File: src/rtl/bullet_pkg.sv
// Shared constants and types for the bullet pool: default coordinate width,
// default sprite colour and the per-slot state record.
package bullet_pkg;

  localparam int          COORD_W_DFLT    = 10;
  localparam logic [11:0] BULLET_RGB_DFLT = 12'hFF0;

  // One bullet slot at the default coordinate width.
  typedef struct packed {
    logic                    active;
    logic [COORD_W_DFLT-1:0] x;
    logic [COORD_W_DFLT-1:0] y;
  } slot_t;

endpackage

File: src/rtl/bullet_pool_if.sv
// Bundle of game-side signals for the bullet pool. The game logic / VGA
// mixer side drives through master; the pool itself sits on slave.
interface bullet_pool_if import bullet_pkg::*; #(
  parameter int NUM_BULLETS = 4,
  parameter int COORD_W     = COORD_W_DFLT
);

  logic                           move_tick;
  logic                           fire;
  logic [COORD_W-1:0]             start_x;
  logic [COORD_W-1:0]             start_y;
  logic [NUM_BULLETS-1:0]         hit;
  logic [COORD_W-1:0]             x;
  logic [COORD_W-1:0]             y;
  logic [NUM_BULLETS-1:0]         active;
  logic [NUM_BULLETS*COORD_W-1:0] b_x;
  logic [NUM_BULLETS*COORD_W-1:0] b_y;
  logic                           fire_ack;
  logic                           fire_drop;
  logic [11:0]                    mybullet_rgb;
  logic                           mybullet_en;

  modport master (
    output move_tick, fire, start_x, start_y, hit, x, y,
    input  active, b_x, b_y, fire_ack, fire_drop, mybullet_rgb, mybullet_en
  );

  modport slave (
    input  move_tick, fire, start_x, start_y, hit, x, y,
    output active, b_x, b_y, fire_ack, fire_drop, mybullet_rgb, mybullet_en
  );

endinterface

File: src/rtl/bullet_slot.sv
// One bullet slot: live flag plus x/y position, with hit > move > load
// update priority and a combinational pixel-cover test against the scan.
module bullet_slot import bullet_pkg::*; #(
  parameter int COORD_W  = COORD_W_DFLT,
  parameter int SPEED    = 4,
  parameter int BULLET_W = 4,
  parameter int BULLET_H = 8,
  parameter int Y_MIN    = 0
) (
  input  logic               clk,
  input  logic               rst,
  input  logic               hit_i,
  input  logic               move_i,
  input  logic               load_i,
  input  logic [COORD_W-1:0] start_x_i,
  input  logic [COORD_W-1:0] start_y_i,
  input  logic [COORD_W-1:0] pix_x_i,
  input  logic [COORD_W-1:0] pix_y_i,
  output logic               active_o,
  output logic [COORD_W-1:0] x_o,
  output logic [COORD_W-1:0] y_o,
  output logic               cover_o
);

  // Compares against the extents run one bit wider so sprites touching the
  // right/bottom edge never wrap back to low coordinates.
  localparam logic [COORD_W:0]   RETIRE_Y = (COORD_W+1)'(Y_MIN + SPEED);
  localparam logic [COORD_W:0]   SPAN_X   = (COORD_W+1)'(BULLET_W);
  localparam logic [COORD_W:0]   SPAN_Y   = (COORD_W+1)'(BULLET_H);
  localparam logic [COORD_W-1:0] STEP_Y   = COORD_W'(SPEED);

  logic               active_q, active_d;
  logic [COORD_W-1:0] x_q, x_d;
  logic [COORD_W-1:0] y_q, y_d;

  logic [COORD_W:0] x_wide, y_wide, px_wide, py_wide;

  // Next-state: kill on hit, else step up (or retire at the top), else load.
  always_comb begin
    // NOTE: every always_comb output gets a default first so no path leaves
    // it unassigned, which would otherwise infer a latch.
    active_d = active_q;
    x_d      = x_q;
    y_d      = y_q;
    if (hit_i && active_q) begin
      active_d = 1'b0;
    end else if (move_i && active_q) begin
      if ({1'b0, y_q} < RETIRE_Y) active_d = 1'b0;
      else                        y_d      = y_q - STEP_Y;
    end else if (load_i) begin
      active_d = 1'b1;
      x_d      = start_x_i;
      y_d      = start_y_i;
    end
  end

  // Slot state register with synchronous reset.
  always_ff @(posedge clk) begin
    // NOTE: sequential state uses non-blocking assignments so every register
    // samples pre-edge values regardless of block evaluation order.
    if (rst) begin
      active_q <= 1'b0;
      x_q      <= '0;
      y_q      <= '0;
    end else begin
      active_q <= active_d;
      x_q      <= x_d;
      y_q      <= y_d;
    end
  end

  // Pixel-cover test on the current (pre-update) slot state.
  always_comb begin
    x_wide  = {1'b0, x_q};
    y_wide  = {1'b0, y_q};
    px_wide = {1'b0, pix_x_i};
    py_wide = {1'b0, pix_y_i};
    cover_o = active_q
           && (px_wide >= x_wide) && (px_wide < x_wide + SPAN_X)
           && (py_wide >= y_wide) && (py_wide < y_wide + SPAN_Y);
  end

  assign active_o = active_q;
  assign x_o      = x_q;
  assign y_o      = y_q;

endmodule

File: src/rtl/bullet_pool.sv
// Multi-bullet manager: allocates the lowest free slot on fire (subject to a
// move_tick-based cooldown), advances and retires bullets, and renders a
// registered per-pixel colour/enable for the VGA mixer.
module bullet_pool import bullet_pkg::*; #(
  parameter int          NUM_BULLETS = 4,
  parameter int          COORD_W     = COORD_W_DFLT,
  parameter int          SPEED       = 4,
  parameter int          BULLET_W    = 4,
  parameter int          BULLET_H    = 8,
  parameter int          Y_MIN       = 0,
  parameter int          COOLDOWN    = 8,
  parameter logic [11:0] BULLET_RGB  = BULLET_RGB_DFLT
) (
  input logic         clk,
  input logic         rst,
  bullet_pool_if.slave bus
);

  localparam int CD_W = (COOLDOWN < 1) ? 1 : $clog2(COOLDOWN + 1);

  logic [NUM_BULLETS-1:0] active_w;
  logic [NUM_BULLETS-1:0] cover_w;
  logic [NUM_BULLETS-1:0] load_w;
  logic [COORD_W-1:0]     x_w [NUM_BULLETS];
  logic [COORD_W-1:0]     y_w [NUM_BULLETS];

  logic            found;
  logic            accept, drop;
  logic [CD_W-1:0] cd_q, cd_d;
  logic            ack_q, drop_q;
  logic            en_q;
  logic [11:0]     rgb_q;

  // Lowest-index free slot; a slot hit this cycle is still live, so not free.
  always_comb begin
    load_w = '0;
    found  = 1'b0;
    for (int i = 0; i < NUM_BULLETS; i++) begin
      if (!active_w[i] && !found) begin
        load_w[i] = 1'b1;
        found     = 1'b1;
      end
    end
    accept = bus.fire && (cd_q == '0) && found;
    drop   = bus.fire && (cd_q == '0) && !found;
    if (!accept) load_w = '0;
  end

  // Cooldown: reload on accept (wins over a coincident tick), else count down.
  always_comb begin
    cd_d = cd_q;
    if (accept)                            cd_d = CD_W'(COOLDOWN);
    else if (bus.move_tick && cd_q != '0)  cd_d = cd_q - CD_W'(1);
  end

  // Cooldown, fire handshake pulses and registered render output.
  always_ff @(posedge clk) begin
    if (rst) begin
      cd_q   <= '0;
      ack_q  <= 1'b0;
      drop_q <= 1'b0;
      en_q   <= 1'b0;
      rgb_q  <= '0;
    end else begin
      cd_q   <= cd_d;
      ack_q  <= accept;
      drop_q <= drop;
      en_q   <= |cover_w;
      rgb_q  <= (|cover_w) ? BULLET_RGB : 12'h000;
    end
  end

  for (genvar g = 0; g < NUM_BULLETS; g++) begin : g_slot
    bullet_slot #(
      .COORD_W  (COORD_W),
      .SPEED    (SPEED),
      .BULLET_W (BULLET_W),
      .BULLET_H (BULLET_H),
      .Y_MIN    (Y_MIN)
    ) u_slot (
      .clk       (clk),
      .rst       (rst),
      .hit_i     (bus.hit[g]),
      .move_i    (bus.move_tick),
      .load_i    (load_w[g]),
      .start_x_i (bus.start_x),
      .start_y_i (bus.start_y),
      .pix_x_i   (bus.x),
      .pix_y_i   (bus.y),
      .active_o  (active_w[g]),
      .x_o       (x_w[g]),
      .y_o       (y_w[g]),
      .cover_o   (cover_w[g])
    );

    assign bus.b_x[g*COORD_W +: COORD_W] = x_w[g];
    assign bus.b_y[g*COORD_W +: COORD_W] = y_w[g];
  end

  assign bus.active       = active_w;
  assign bus.fire_ack     = ack_q;
  assign bus.fire_drop    = drop_q;
  assign bus.mybullet_en  = en_q;
  assign bus.mybullet_rgb = rgb_q;

endmodule

File: src/flat_wrapper.sv
// flat-port wrapper written by rule: the top's interface ports become plain ports
module bullet_pool_flat import bullet_pkg::*;
#(
  parameter int          NUM_BULLETS = 4,
  parameter int          COORD_W     = COORD_W_DFLT,
  parameter int          SPEED       = 4,
  parameter int          BULLET_W    = 4,
  parameter int          BULLET_H    = 8,
  parameter int          Y_MIN       = 0,
  parameter int          COOLDOWN    = 8,
  parameter logic [11:0] BULLET_RGB  = BULLET_RGB_DFLT
)
  (clk, rst, bus_move_tick, bus_fire, bus_start_x, bus_start_y, bus_hit, bus_x, bus_y, bus_active, bus_b_x, bus_b_y, bus_fire_ack, bus_fire_drop, bus_mybullet_rgb, bus_mybullet_en);
  bullet_pool_if #(.NUM_BULLETS(NUM_BULLETS), .COORD_W(COORD_W)) bus_i ();
  input logic clk;
  input logic rst;
  input wire logic [$bits(bus_i.move_tick)-1:0] bus_move_tick;
  input wire logic [$bits(bus_i.fire)-1:0] bus_fire;
  input wire logic [$bits(bus_i.start_x)-1:0] bus_start_x;
  input wire logic [$bits(bus_i.start_y)-1:0] bus_start_y;
  input wire logic [$bits(bus_i.hit)-1:0] bus_hit;
  input wire logic [$bits(bus_i.x)-1:0] bus_x;
  input wire logic [$bits(bus_i.y)-1:0] bus_y;
  output wire logic [$bits(bus_i.active)-1:0] bus_active;
  output wire logic [$bits(bus_i.b_x)-1:0] bus_b_x;
  output wire logic [$bits(bus_i.b_y)-1:0] bus_b_y;
  output wire logic [$bits(bus_i.fire_ack)-1:0] bus_fire_ack;
  output wire logic [$bits(bus_i.fire_drop)-1:0] bus_fire_drop;
  output wire logic [$bits(bus_i.mybullet_rgb)-1:0] bus_mybullet_rgb;
  output wire logic [$bits(bus_i.mybullet_en)-1:0] bus_mybullet_en;
  assign bus_i.move_tick = bus_move_tick;
  assign bus_i.fire = bus_fire;
  assign bus_i.start_x = bus_start_x;
  assign bus_i.start_y = bus_start_y;
  assign bus_i.hit = bus_hit;
  assign bus_i.x = bus_x;
  assign bus_i.y = bus_y;
  assign bus_active = bus_i.active;
  assign bus_b_x = bus_i.b_x;
  assign bus_b_y = bus_i.b_y;
  assign bus_fire_ack = bus_i.fire_ack;
  assign bus_fire_drop = bus_i.fire_drop;
  assign bus_mybullet_rgb = bus_i.mybullet_rgb;
  assign bus_mybullet_en = bus_i.mybullet_en;
  bullet_pool #(.NUM_BULLETS(NUM_BULLETS), .COORD_W(COORD_W), .SPEED(SPEED), .BULLET_W(BULLET_W), .BULLET_H(BULLET_H), .Y_MIN(Y_MIN), .COOLDOWN(COOLDOWN), .BULLET_RGB(BULLET_RGB)) u_core (.clk(clk), .rst(rst), .bus(bus_i));
endmodule
File: config.mk
export PLATFORM = sky130hd
export DESIGN_NAME = bullet_pool_flat
export DESIGN_NICKNAME = d
export VERILOG_FILES = /design/src/rtl/bullet_pkg.sv /design/src/rtl/bullet_pool_if.sv /design/src/rtl/bullet_slot.sv /design/src/rtl/bullet_pool.sv /design/src/flat_wrapper.sv
export SDC_FILE = /design/constraint.sdc
export NUM_CORES = 1
export LEC_CHECK = 0
export BUFFER_PORTS_ARGS = -buffer_cell sky130_fd_sc_hd__buf_2
export CORE_MARGIN = 4
export CORE_UTILIZATION = 30
export CTS_BUF_LIST = sky130_fd_sc_hd__clkbuf_8 sky130_fd_sc_hd__clkbuf_16
export DETAILED_ROUTE_END_ITERATION = 8
export HOLD_SLACK_MARGIN = 0.02
export SLEW_MARGIN = 10
export SYNTH_ARGS = -nofsm -noshare
export SYNTH_HDL_FRONTEND = slang
export SYNTH_SLANG_ARGS = --single-unit
export TNS_END_PERCENT = 1
File: constraint.sdc
create_clock -name clk -period 2.3 [get_ports clk]
set_clock_uncertainty 0.1 [all_clocks]
set_input_delay 0.115 -clock clk [delete_from_list [all_inputs] [get_ports clk]]
set_output_delay 0.115 -clock clk [all_outputs]
set_load 0.005 [all_outputs]
# Word level (Yosys, flattened, before mapping)
# Index checks and enable logic that the tools add are counted.
# Widths: inputs -> output; s select.
# word_totals
register_bits	103
romBits	0
wordCells	164
latchBits	0
output_inout_bits	99
ramBits	0
mem_count	0
input_bits	48
# classes
muxes	35
reduce_logical	62
n_div	0
n_mul	0
n_addsub	13
bitwise	8
shift	0
magnitude_cmp	20
n_eq_ne	8
# ops
cell	n
$mux 10	12
$lt 10x11->1	8
$ge 10x10->1	8
$add 10x3->11 const B	4
$add 10x4->11 const B	4
$lt 10x3->1 const B	4
$sub 10x3->10 const B	4
$logic_and 1x1->1	31
$reduce_and 3->1	8
$mux 1	19
$mux 12	1
$mux 4	3
$reduce_bool 2->1	5
$reduce_or 2->1	5
$ne 2x1->1 const B	4
$ne 2x2->1 const B	4
$not 1->1	8
$reduce_and 2->1	4
$logic_not 1->1	6
$logic_not 4->1	1
$reduce_bool 4->1	1
$reduce_or 4->1	1
$sub 4x1->4 const B	1

# Depth between registers and ports, before layout
# depth
ltp_word	13
ltp_mapped	12

# By module
# A second synthesis with hierarchy kept.
# unflattened
hier_cells	1058
area_unflattened_um2	8679.6
# by_module_without_submodules
module	n_inst	area_each_um2	seq_area_each_um2	cells_per_inst
bullet_slot at u_core.g_slot[0].u_slot ...	2	2058.2	420.4	243
bullet_slot at u_core.g_slot[1].u_slot ...	2	2053.2	420.4	259
bullet_pool	1	456.7	140.1	54

# Worst setup path before layout
# No wires, ideal clock.
# synth_path
path_kind	register -> register
start	register u_core.g_slot[1].u_slot.y_q[5]
end	register u_core.rgb_q[10] (netlist: u_core.bus.mybullet_rgb[10])
arrival_ns	2.250
period_less_slack_ns	2.412
path_stages_with_launch	13
n_path_buf	1
slack_ns	-0.112
path_cell_list	dfxtp_1 -> clkbuf_1 -> and3_1 -> nand3_1 -> xnor2_1 -> ha_1 -> a2111oi_0 -> o21ai_0 -> o211ai_1 -> o2111ai_1 -> nor3_1 -> a22oi_1 -> nand3_1
# synth_between
elab_chain_cells	5
word_cells_on_any_way	7
classes_between	1 x add/sub; 2 x order compare; 1 x mux; 3 x reduce/logical
# synth_lines
element	line	rtl
from (decl)	bullet_slot.sv:34	logic [COORD_W-1:0] y_q, y_d;
from (signal assigned)	bullet_slot.sv:68	y_q <= y_d;
$add 10x4->11 / $ge 10x10->1 (equally long branches)	bullet_slot.sv:80	&& (py_wide >= y_wide) && (py_wide < y_wide + SPAN_Y);
$lt 10x11->1 / $logic_and 1x1->1 (equally long branches)	bullet_slot.sv:80	
$logic_and 1x1->1 *	bullet_slot.sv:80	
$reduce_or 4->1 *	bullet_pool.sv:69	rgb_q <= (|cover_w) ? BULLET_RGB : 12'h000;
$mux 12 *	bullet_pool.sv:69	
to (signal assigned)	bullet_pool.sv:69	
to (decl)	bullet_pool.sv:32	logic [11:0] rgb_q;
# Every way passes the cells marked *; elsewhere a longest branch is shown, timed or not.
# A chain may end at the register's enable or synchronous reset.

# Worst setup path after layout
# layout_path
start	register u_core.g_slot[3].u_slot.x_q[2]
end	register u_core.rgb_q[10] (netlist: u_core.bus.mybullet_rgb[10])
# layout_between
elab_chain_cells	7
word_cells_on_any_way	9
classes_between	1 x add/sub; 2 x order compare; 1 x mux; 5 x reduce/logical
# layout_lines
element	line	rtl
from (decl)	bullet_slot.sv:33	logic [COORD_W-1:0] x_q, x_d;
from (signal assigned)	bullet_slot.sv:63	x_q <= '0;
from (signal assigned)	bullet_slot.sv:67	x_q <= x_d;
$add 10x3->11 / $ge 10x10->1 (equally long branches)	bullet_slot.sv:79	&& (px_wide >= x_wide) && (px_wide < x_wide + SPAN_X)
$lt 10x11->1 / $logic_and 1x1->1 (equally long branches)	bullet_slot.sv:79	
$logic_and 1x1->1 *	bullet_slot.sv:79	
$logic_and 1x1->1 * (2 in a row)	bullet_slot.sv:80	
$reduce_or 4->1 *	bullet_pool.sv:69	
$mux 12 *	bullet_pool.sv:69	
# Marked as above.

==> qor.csv <==
metric,value,unit
finalInstanceArea,11400,sq um
clk_latency,370,ps
rsz0062_at_grt,true,
grt_usage,19.2,%
grt_pass1_vias,8774,
final_common_cell,buf_4,
total_leakage_power,0.00509,uW
layout.nets,1552,
vias,8758,
fin_util,41.0,%
initial_utilization,30.3,%
grt_pass1_wl,47.0,mm
syn2layout_area_growth,35.2,%
hold_path.class,primary input to register,
layout_setup_ws,-120,ps
postSynthAreaPerCell,7.93,sq um
synth-seq-area-share,21.6,%
die_h,176,um
drive_gt1_share,29.6,%
violations,setup timing,
drt_pass1_iterations,5,
yosysWarningCount,0,
multi_input_area,6290,sq um
end_kind,register,
layout.cells.non_filler,1726,
dpl.hpwl,23.4,mm
port_buffers,142,
routed_via_density,5.07,
cp.required,2520,ps
seqCellArea,1840,sq um
fin_crit_sh,105,%
antenna_found_initial,2,
numCtsBuffers,9,
fmax,0.413,GHz
drc_errors,0,
routedWlPerCell,17.4,um
clock-sinks,91,
slew_headroom,57.3,%
nFillCells,2905,
status,"complete, but fails checks",
startpoint_type,register,
fp.dieW,176,um
htreeDepth,3,
vdd_drop_max,0.491,mV
first_iter_violations,424,
cap_violations,0,
dp.cells,1689,
layout_common_cells,"162 x buf_4, 153 x ha_1, 141 x buf_2, 107 x nand2_1, 87 x inv_1",
hold_viol,0,
ys_seq_elements,91,
postRouteAntennaNets,0,
drt_wl_total,30.0,mm
synthArstFlopShare,0,%
clockRootBuffer,clkbuf_16,
worst_pin_slew,640,ps
core_area,27800,sq um
clock_path_buffers,2,
place_area,10500,sq um
cp_max_fo,2,
cts_tree,built,
critical_path_class,register to register,
cp_data_arrival_time,2640,ps
place_congestion,0.910,
final.setup.tns,-120,ps
num_rows,61,
syn_inst,1063,
synth_area,8430,sq um
synth-edff-count,0,
grt_overflow,0,
io_pins,147,
die-area,30800,sq um
min_period,2420,ps
maxSlewViolCount,0,
synth_ff_type,dfxtp_1,
clkSlewWorstSetupHoldPaths,80,ps
synthDistinctLibCells,72,
grt_max_degree,54,
r2r_slack,-120,ps
setup_viol,1,
powerDensity,671,nW/um^2
-- worst paths after layout --
| check | start | end | cells past startpoint |
|---|---|---|---|
| min | bus_start_y[2] | u_core.g_slot[0].u_slot.y_o[2] | 3 |
| max | u_core.g_slot[3].u_slot.x_o[2] | u_core.bus.mybullet_rgb[10] | 10 |
| min reg2reg | u_core.g_slot[0].u_slot.x_o[1] | u_core.g_slot[0].u_slot.x_o[1] | 2 |
| max reg2reg | u_core.g_slot[3].u_slot.x_o[2] | u_core.bus.mybullet_rgb[10] | 10 |
-- cells in the mapped netlist (all sizes together), types with 15 or more instances --
| master | instances | share of area (%) |
|---|---|---|
| nor2 | 76 | 3.4 |
| inv | 92 | 4.1 |
| mux2i | 27 | 3.2 |
| nand2 | 107 | 4.8 |
| o21ai | 47 | 2.8 |
| nand2b | 15 | 1.1 |
| a21o | 20 | 1.8 |
| clkbuf | 31 | 1.4 |
| dfxtp | 91 | 22 |
| xnor2 | 45 | 4.7 |
| a211oi | 24 | 2.3 |
| nand3 | 49 | 2.9 |
| buf | 24 | 2.1 |
| ha | 162 | 24 |
| nor3 | 21 | 1.4 |
| a21oi | 85 | 5.1 |
-- layer usage --
metal / global-route usage (%) / vias to the layer above / wire, um
met5: 0 / - / 13
met1: 25.3 / 4079 / 13400
met4: 6.47 / 2 / 945
met2: 31.7 / 297 / 13500
met3: 3.72 / 59 / 2080
li1: - / 4321 / -
-- registers in the layout (all words and copies together), names as in the netlist --
signal                         flops
u_core.cd_q                        4
u_core.bus.fire_drop               1
u_core.g_slot.u_slot.active_o      4
u_core.bus.mybullet_rgb            1
u_core.g_slot.u_slot.y_o          40
u_core.g_slot.u_slot.x_o          40
u_core.bus.fire_ack                1
-- power by group --
part | internal [uW] | switching, uW | total, uW | leakage, uW
sequential | 1800 | 212 | 2010 | 0.000743
clock | 1070 | 740 | 1810 | 0.000167
combinational | 1840 | 1970 | 3810 | 0.00418
-- cell families (layout without fill, tap and decap cells) --
| group | after synthesis | count (layout) | share of synthesized area, % |
|---|---|---|---|
| compound gates | 255 | 255 | 19.6 |
| fa+ha+maj | 162 | 162 | 24.1 |
| mux | 27 | 27 | 3.21 |
| flops | 91 | 91 | 21.6 |
| xor+xnor | 47 | 47 | 4.88 |
| buf+inv | 147 | 428 | 7.62 |
| other cells | 1 | 5 | 0.0445 |
| simple gates | 333 | 333 | 19.0 |
-- timing repair --
action,in CTS,in global routing
hold endpoints to repair,47,0
buffers inserted,3,0
setup endpoints to repair,28,29
pin swaps,11,12
gates resized for setup,28,51
hold buffers,17,0
-- worst max-delay path, stage by stage (launching register included) --
cell and delay, ps:
dfxtp_2 330, ha_2 170, nand3_1 90, xnor2_1 140
ha_1 280, and3_1 200, a2111oi_0 420, a21oi_1 170
o31ai_2 250, nand4_1 130, nand3_1 100
-- metrics by stage --
step / hold slack [ps] / worst slack [ps] / total power [uW]
after floorplan: 115 / 11.9 / 4070
after global placement: 243 / -126 / 5480
after detailed placement: 250 / -252 / 5560
after CTS: 31.0 / -94.4 / 7550
after global routing: 56.9 / -274 / 8240
final: 49.7 / -120 / 7640
-- area by class of cell --
type	count	area share [%]
diodes	1	0.0220
clock inverters	7	1.07
clock buffers	9	1.98
inverters	92	3.05
repair buffers	320	18.4
well taps	378	4.15
flip-flops and latches	91	16.2
multi-input cells	828	55.2
(Power assumes the default switching activity.)
